**src/rtl/fwd_hazard_ctrl.sv**
```systemverilog
// Operand-forwarding select and load-use stall generation for the RV32I decode stage.
// A DEPTH-deep shift-register history of in-flight destinations drives youngest-wins forwarding.

`ifndef OPC_LOAD
`define OPC_LOAD   7'b0000011
`endif
`ifndef OPC_STORE
`define OPC_STORE  7'b0100011
`endif
`ifndef OPC_BRANCH
`define OPC_BRANCH 7'b1100011
`endif
`ifndef OPC_OP
`define OPC_OP     7'b0110011
`endif
`ifndef OPC_LUI
`define OPC_LUI    7'b0110111
`endif
`ifndef OPC_AUIPC
`define OPC_AUIPC  7'b0010111
`endif
`ifndef OPC_JAL
`define OPC_JAL    7'b1101111
`endif

module fwd_hazard_ctrl #(
  parameter int DEPTH    = 2,
  parameter int LOAD_LAT = 1,
  parameter int SELW     = $clog2(DEPTH+2)
) (
  input  logic            clk,
  input  logic            rst,
  input  logic [31:0]     dec_inst,
  input  logic            dec_valid,
  input  logic            flush,
  output logic [SELW-1:0] a_sel,
  output logic [SELW-1:0] b_sel,
  output logic [SELW-1:0] sd_sel,
  output logic            stall,
  output logic [31:0]     stall_cycles
);

  logic [DEPTH-1:0]      r_vld;
  logic [DEPTH-1:0][4:0] r_rd;
  logic [DEPTH-1:0]      r_ld;
  logic [31:0]           r_stall_cycles;

  logic [6:0] w_opc;
  logic [4:0] w_rd, w_rs1, w_rs2;
  logic       w_has_rd, w_use1, w_use2;
  logic       w_unused;

  assign w_opc    = dec_inst[6:0];
  assign w_rd     = dec_inst[11:7];
  assign w_rs1    = dec_inst[19:15];
  assign w_rs2    = dec_inst[24:20];
  assign w_unused = ^{dec_inst[31:25], dec_inst[14:12]};

  assign w_has_rd = dec_valid && (w_opc != `OPC_BRANCH) && (w_opc != `OPC_STORE) && (w_rd != 5'd0);
  assign w_use1   = (w_opc != `OPC_LUI) && (w_opc != `OPC_AUIPC) && (w_opc != `OPC_JAL);
  assign w_use2   = (w_opc == `OPC_OP) || (w_opc == `OPC_BRANCH) || (w_opc == `OPC_STORE);

  // Per-stage comparators; history valid already implies the producer writes a nonzero rd.
  logic [DEPTH-1:0] w_m1, w_m2;
  for (genvar k = 0; k < DEPTH; k++) begin : g_cmp
    assign w_m1[k] = r_vld[k] && (r_rd[k] == w_rs1) && (w_rs1 != 5'd0) && w_use1;
    assign w_m2[k] = r_vld[k] && (r_rd[k] == w_rs2) && (w_rs2 != 5'd0) && w_use2;
  end

  logic            w_hit1, w_hit2, w_ld1, w_ld2;
  logic [SELW-1:0] w_k1, w_k2;

  // Scan oldest to youngest so the lowest matching stage overwrites and wins.
  always_comb begin
    w_hit1 = 1'b0; w_k1 = '0; w_ld1 = 1'b0;
    w_hit2 = 1'b0; w_k2 = '0; w_ld2 = 1'b0;
    for (int k = DEPTH-1; k >= 0; k--) begin
      if (w_m1[k]) begin
        w_hit1 = 1'b1;
        w_k1   = SELW'(k);
        w_ld1  = r_ld[k] && (k < LOAD_LAT);
      end
      if (w_m2[k]) begin
        w_hit2 = 1'b1;
        w_k2   = SELW'(k);
        w_ld2  = r_ld[k] && (k < LOAD_LAT);
      end
    end
  end

  always_comb begin
    a_sel = '0;
    if ((w_opc == `OPC_AUIPC) || (w_opc == `OPC_JAL) || (w_opc == `OPC_BRANCH))
      a_sel = SELW'(1);
    else if (w_hit1)
      a_sel = w_k1 + SELW'(2);

    b_sel = SELW'(1);
    if (w_opc == `OPC_OP)
      b_sel = w_hit2 ? (w_k2 + SELW'(2)) : '0;

    sd_sel = '0;
    if ((w_opc == `OPC_STORE) && w_hit2)
      sd_sel = w_k2 + SELW'(2);
  end

  assign stall        = dec_valid && (w_ld1 || w_ld2);
  assign stall_cycles = r_stall_cycles;

  always_ff @(posedge clk) begin
    if (rst) begin
      r_vld          <= '0;
      r_rd           <= '0;
      r_ld           <= '0;
      r_stall_cycles <= '0;
    end else begin
      if (stall)
        r_stall_cycles <= r_stall_cycles + 32'd1;
      for (int k = DEPTH-1; k >= 1; k--) begin
        r_rd[k] <= r_rd[k-1];
        r_ld[k] <= r_ld[k-1];
      end
      r_rd[0] <= w_rd;
      r_ld[0] <= (w_opc == `OPC_LOAD);
      if (flush) begin
        r_vld <= '0;
      end else begin
        for (int k = DEPTH-1; k >= 1; k--)
          r_vld[k] <= r_vld[k-1];
        // A stalled decode must not enter the pipe; a bubble goes in its place.
        r_vld[0] <= stall ? 1'b0 : w_has_rd;
      end
    end
  end

endmodule

```
**config.mk**
```make
export PLATFORM = sky130hd
export DESIGN_NAME = fwd_hazard_ctrl
export DESIGN_NICKNAME = d
export VERILOG_FILES = /design/src/rtl/fwd_hazard_ctrl.sv
export SDC_FILE = /design/constraint.sdc
export NUM_CORES = 1
export LEC_CHECK = 0
export CAP_MARGIN = 10
export CELL_PAD_IN_SITES_DETAIL_PLACEMENT = 1
export CELL_PAD_IN_SITES_GLOBAL_PLACEMENT = 2
export CORE_UTILIZATION = 28
export DETAILED_ROUTE_END_ITERATION = 8
export PLACE_DENSITY = 0.86
export SYNTH_ARGS = -nofsm -noshare
export SYNTH_HDL_FRONTEND = slang
export SYNTH_SLANG_ARGS = --single-unit
export TNS_END_PERCENT = 50
```
**constraint.sdc**
```tcl
create_clock -name clk -period 5.29 [get_ports clk]
set_input_delay 0.529 -clock clk [delete_from_list [all_inputs] [get_ports clk]]
set_output_delay 0.529 -clock clk [all_outputs]
set_load 0.02 [all_outputs]
```
==> impl_metrics.toml, run 1 <==
[outcome]
status = "finished, final reports clean"

[yosys]
synth_area_leaders = "dfxtp_1, a21oi_1, or4_1, o31ai_1, xnor2_1"
yosys_register_bits = 45
ys.flop_type = "dfxtp_1"
synth_top_cell_area_share_pct = 38.2
synth_nets = 323
yosysSeqAreaShare_pct = 38.2
synth_top_cell_by_area = "dfxtp_1"
syn_area_mm2 = 0.00236
synth-edff-count = 0
synth_cells = 286
avgSynthCellArea_um2 = 8.25
ys_warn_count = 0
synth_cell_types = 36
async_flop_share_pct = 0

[setup_path]
crit_arrival_ps = 3290
crit_top_cell = "clkdlybuf4s50_1"
cp_max_fo = 43
path_delay_family = "buffers and inverters"
critPathKind = "input pin to output pin"
cp_slowest_stage_delay_ps = 620
crit_buf_inv = 3
cp_cell_sequence = "clkdlybuf4s50_1, nand2_2, or4b_1, a211o_1, o31a_4, inv_1, clkdlybuf4s50_1"
critPathLaunchType = "input pin"
cp-end-kind = "output pin"
critPathSlowestCell = "or4b_1"
cp.required_ps = 4760

[timing]
drv_slew = 0
rsz0062_at_grt = "no"
hold_ws_ps = 501
finalCriticalPeriod_ps = 3810
clock.fmax_ghz = 0.262
fin_tns_setup_ps = 0
fin_crit_sh_pct = 72.1
relSlewSlack_pct = 45.6
final.setup_skew_ps = 8.46
setup_viol = 0
tightest_slew_ps = 814
hold_viol = 0

[placed_design]
place_congestion = 0.780
placedCellCount = 441
numPortBuffers = 64
hpwl_mm = 4.98

[die]
start_util_pct = 28.8
die_area_mm2 = 0.00879
die_w_um = 93.8
core_area_mm2 = 0.00818
pin_count = 75
placementRows = 33
die_h_um = 93.8

[global_routing]
grt_pass1_wl_mm = 11.2
grt_pass1_vias = 2340
grt_max_degree = 45
grt_use_total_pct = 16.0
overflow = 0
antenna_found_initial = 0

[worst_hold_path]
hold_class = "flop to flop"

[routing]
drc = 0
drtIter0Drc = 72
vias_per_cell = 5.35
vias = 2402
ant_nets = 0
post_drt_wl_per_cell_um = 15.4
wirelength_mm = 6.91
drtPass1Iterations = 4

[cts]
root_buffer = "clkbuf_8"
cts_resized = 0
cts_tree = "built"
clk_pin_slew_ps = 80
htreeDepth = 2
clock_sinks = 45
postCtsSetupBuffers = 0
cts_buffers = 5
clockBufferDepth = 2
worstSkewPairLatency_ps = 290
cts_hold_buffers = 0

[run]
drv_cap = 0

[power]
irDropWorstVdd_uv = 102
seq_power_share_pct = 57.6
intPower_mw = 0.467
leakage_nw = 0.986
clkPwrFrac_pct = 33.2
combPwrFrac_pct = 9.2
p_sw_mw = 0.135
power.density_mw_per_mm2 = 191
switching_share_pct = 22.4

[cells_and_area]
area_growth_pct = 33.8
final_common_cell = "clkdlybuf4s50_1"
fin_cells = 449
insertedDiodeCount = 0
drive_gt1_share_pct = 2.91
layout_common_cells = "clkdlybuf4s50_1, dfxtp_1, a21oi_1"
final_nets = 380
==> per-stage QoR <==
step | setup WS, ps | area (um2) | utilization, % | power (mW)
floorplan | 2420 | 2360 | - | 0.378
finish | 1480 | 3160 | 38.6 | 0.601
global route | 1320 | 3160 | 38.6 | 0.630
detailed placement | 1460 | 3080 | 37.6 | 0.410
CTS | 1450 | 3160 | 38.6 | 0.614
global placement | 1490 | 3080 | 37.6 | 0.409
==> routing by layer <==
metal  up-vias  track usage (%)  part of all wire (%)
met5         -                0                     0
met4         0             4.36                   1.1
met3         7             3.48                   5.7
met2        52             28.1                    47
met1      1158             19.6                    46
li1       1185                -                     -
==> worst register-to-register path, cell delays in order, from the launching register on <==
cell and delay (ps):
dfxtp_1 440, and4_1 310, nand3_1 150, nor2_1 570, nand4_1 780, or4_1 730, a21oi_1 150
==> logic make-up (layout without fill, tap and decap cells) <==
family,after synthesis,in the layout,synth area share [%]
XOR/XNOR,21,21,7.80
flip-flops,45,45,38.2
AO/OA/AOI/OAI,72,72,18.3
multiplexers,1,1,0.424
AND/OR/NAND/NOR,126,126,31.1
adder cells (fa/ha/maj),1,1,0.530
buffers and inverters,20,78,3.61
==> power groups by stage <==
stage / clock network [mW] / registers [mW] / logic [mW]
6_report: 0.199 / 0.346 / 0.0555
5_1_grt: 0.222 / 0.347 / 0.0605
4_1_cts: 0.211 / 0.346 / 0.0563
3_5_place_dp: 0 / 0.354 / 0.0558
3_3_place_gp: 0 / 0.354 / 0.0549
2_1_floorplan: 0 / 0.353 / 0.0248
==> path summary, 6_finish.rpt <==
kind / slack (ps) / cells past startpoint / start / endpoint
setup / recovery: 1480 / 7 / dec_inst[1] / stall
hold / removal: 500 / 2 / stall_cycles[31]$_SDFFE_PP0P_ / stall_cycles[31]$_SDFFE_PP0P_
setup reg to reg: 2090 / 6 / stall_cycles[2]$_SDFFE_PP0P_ / stall_cycles[30]$_SDFFE_PP0P_
hold reg to reg: 500 / 2 / stall_cycles[31]$_SDFFE_PP0P_ / stall_cycles[31]$_SDFFE_PP0P_
==> area by class of cell <==
cell class	instances	area (um2)
Clock buffer	8	80.1
Fill cell	1006	5020
Inverter	4	15.0
Multi-Input combinational cell	221	1370
Sequential cell	45	901
Tap cell	105	131
Timing Repair Buffer	66	656
==> Yosys cell counts, types with 4 or more instances <==
| cell | instances |
|---|---|
| dfxtp_1 | 45 |
| a21oi_1 | 31 |
| or4_1 | 19 |
| o21ai_0 | 18 |
| nand3_1 | 16 |
| or3_1 | 16 |
| nand2_1 | 14 |
| nor2_1 | 14 |
| o31ai_1 | 14 |
| clkbuf_1 | 13 |
| xnor2_1 | 12 |
| nor2b_1 | 11 |
| nand4_1 | 10 |
| xor2_1 | 9 |
| and3_1 | 7 |
| nor4_1 | 6 |
| inv_1 | 4 |
==> registers in the layout, summed over array words and instances (netlist names) <==
signal	cells
stall_cycles	32
r_vld	2
r_ld	1
r_rd	10
(Power assumes the default switching activity.)
==> run 2, diff against run 1 <==
--- a/config.mk
+++ b/config.mk
@@ -8,9 +8,9 @@
 export CAP_MARGIN = 10
 export CELL_PAD_IN_SITES_DETAIL_PLACEMENT = 1
 export CELL_PAD_IN_SITES_GLOBAL_PLACEMENT = 2
-export CORE_UTILIZATION = 28
+export CORE_UTILIZATION = 23
 export DETAILED_ROUTE_END_ITERATION = 8
-export PLACE_DENSITY = 0.86
+export PLACE_DENSITY = 0.75
 export SYNTH_ARGS = -nofsm -noshare
 export SYNTH_HDL_FRONTEND = slang
 export SYNTH_SLANG_ARGS = --single-unit
==> constraint.sdc (replaced) <==
create_clock -name clk -period 3.2 [get_ports clk]
set_input_delay 0.32 -clock clk [delete_from_list [all_inputs] [get_ports clk]]
set_output_delay 0.32 -clock clk [all_outputs]
set_load 0.02 [all_outputs]
==> impl_metrics.toml, run 2 (synthesis results as in run 1) <==
[cells_and_area]
fillerInstances = 1147
area_growth_pct = 39.9
finish.instance_area_mm2 = 0.00330
insertedDiodeCount = 0
final_nets = 387
layout_common_cells = "clkdlybuf4s50_1, dfxtp_1, a21oi_1"
fin_cells = 484
final_common_cell = "clkdlybuf4s50_1"
drive_gt1_share_pct = 5.70
largest_reg_flops = 32

[die]
pin_count = 75
start_util_pct = 23.9
die_w_um = 103
die_h_um = 103
placementRows = 36
die_area_mm2 = 0.0107
core_area_mm2 = 0.00986

[routing]
drtIter0Drc = 41
ant_nets = 0
drc = 0
drtPass1Iterations = 4
vias = 2416
wirelength_mm = 7.46
vias_per_cell = 4.99
post_drt_wl_per_cell_um = 15.4

[worst_hold_path]
min_from = "stall_cycles[31]$_SDFFE_PP0P_"
hold_end = "stall_cycles[31]$_SDFFE_PP0P_"
hold_class = "flop to flop"
whs_path_depth = 2

[setup_path]
critPathLaunchType = "input pin"
cp-end-kind = "output pin"
cp_max_fo = 6
critPathKind = "input pin to output pin"
timing.rr.start = "r_rd[3]$_SDFF_PP0_"
reg2regPathDepth = 7
regToRegSetupSlack_ps = 810
crit_arrival_ps = 2730
cp.required_ps = 2880
rr_endpoint = "stall_cycles[11]$_SDFFE_PP0P_"

[cts]
cts_tree = "built"
htreeDepth = 2
root_buffer = "clkbuf_8"
clock_sinks = 45
clockBufferDepth = 2
cts_buffers = 5
worstSkewPairLatency_ps = 290
postCtsSetupBuffers = 0
clk_pin_slew_ps = 90
cts_resized = 0
cts_hold_buffers = 0

[placed_design]
hpwl_mm = 5.30
numPortBuffers = 64
place_congestion = 0.737
placedCellCount = 476
place_area_mm2 = 0.00318

[power]
power.density_mw_per_mm2 = 340
power_mw = 1.12
leakage_nw = 1.08
irDropWorstVdd_uv = 204

[timing]
tightest_slew_ps = 550
setup_viol = 0
clock.fmax_ghz = 0.328
drv_slew = 0
rsz0062_at_grt = "no"
relSlewSlack_pct = 63.4
hold_viol = 0
finalCriticalPeriod_ps = 3050
final.setup_skew_ps = 5.84
fin_tns_setup_ps = 0
fin_crit_sh_pct = 95.3

[global_routing]
grt_max_degree = 44
grt_use_total_pct = 14.3
antenna_found_initial = 0
grt_pass1_wl_mm = 11.9
grt_pass1_vias = 2353
overflow = 0

[outcome]
status = "finished, final reports clean"

[run]
drv_cap = 0
==> run 2: cell types whose count changed in the layout (fill, tap and decap cells not counted), sizes merged <==
cell           delta
clkdlybuf4s50     -2
clkinvlp          +1
bufinv            +1
dlymetal6s2s      +2
clkbuf            -2
buf               +7
==> run 2: layout make-up <==
class                   count  area [um2]  share of cell area, %
clock buffers               6        82.6                   2.50
well taps                 133         166                   5.04
flip-flops and latches     45         901                   27.3
multi-input cells         221        1370                   41.6
inverters                   4        15.0                  0.455
repair buffers             73         726                   22.0
clock inverters             2        37.5                   1.14
==> run 2: worst max-delay path by stage <==
stage,startpoint,end,slack (ps),depth (start not counted)
after floorplan,dec_inst[1],sd_sel[0],740,7
after global placement,dec_inst[1],sd_sel[0],100,8
after detailed placement,dec_inst[1],sd_sel[0],20,8
after CTS,dec_inst[1],sd_sel[0],20,8
after global routing,dec_inst[1],b_sel[1],10,8
final,dec_inst[1],stall,150,7
==> run 2: power breakdown <==
part,total [mW],internal [mW],switching (mW)
registers,0.573,0.566,0.00671
logic,0.0953,0.0527,0.0426
clock network,0.455,0.254,0.201
==> run 2: metal layers <==
layer,GRT usage (%),up-vias,share of wire (%)
li1,-,1193,-
met1,19.2,1172,50
met2,24.1,47,46
met3,2.49,4,4.0
met4,2.93,0,0.51
met5,0,-,0
==> run 2: through the flow <==
step           setup slack [ps]  util, %  hold WS [ps]
2_1_floorplan               744        -           396
3_3_place_gp                100     32.2           476
3_5_place_dp               17.3     32.2           486
4_1_cts                    23.8     33.4           499
5_1_grt                    12.4     33.5           512
6_report                    149     33.5           492
==> run 2: critical path, stage by stage <==
cell             delay, ps
clkdlybuf4s50_1        470
nand2_2                 90
or4b_1                 530
a211o_1                310
o31a_4                 310
inv_1                   90
clkdlybuf4s50_1        600
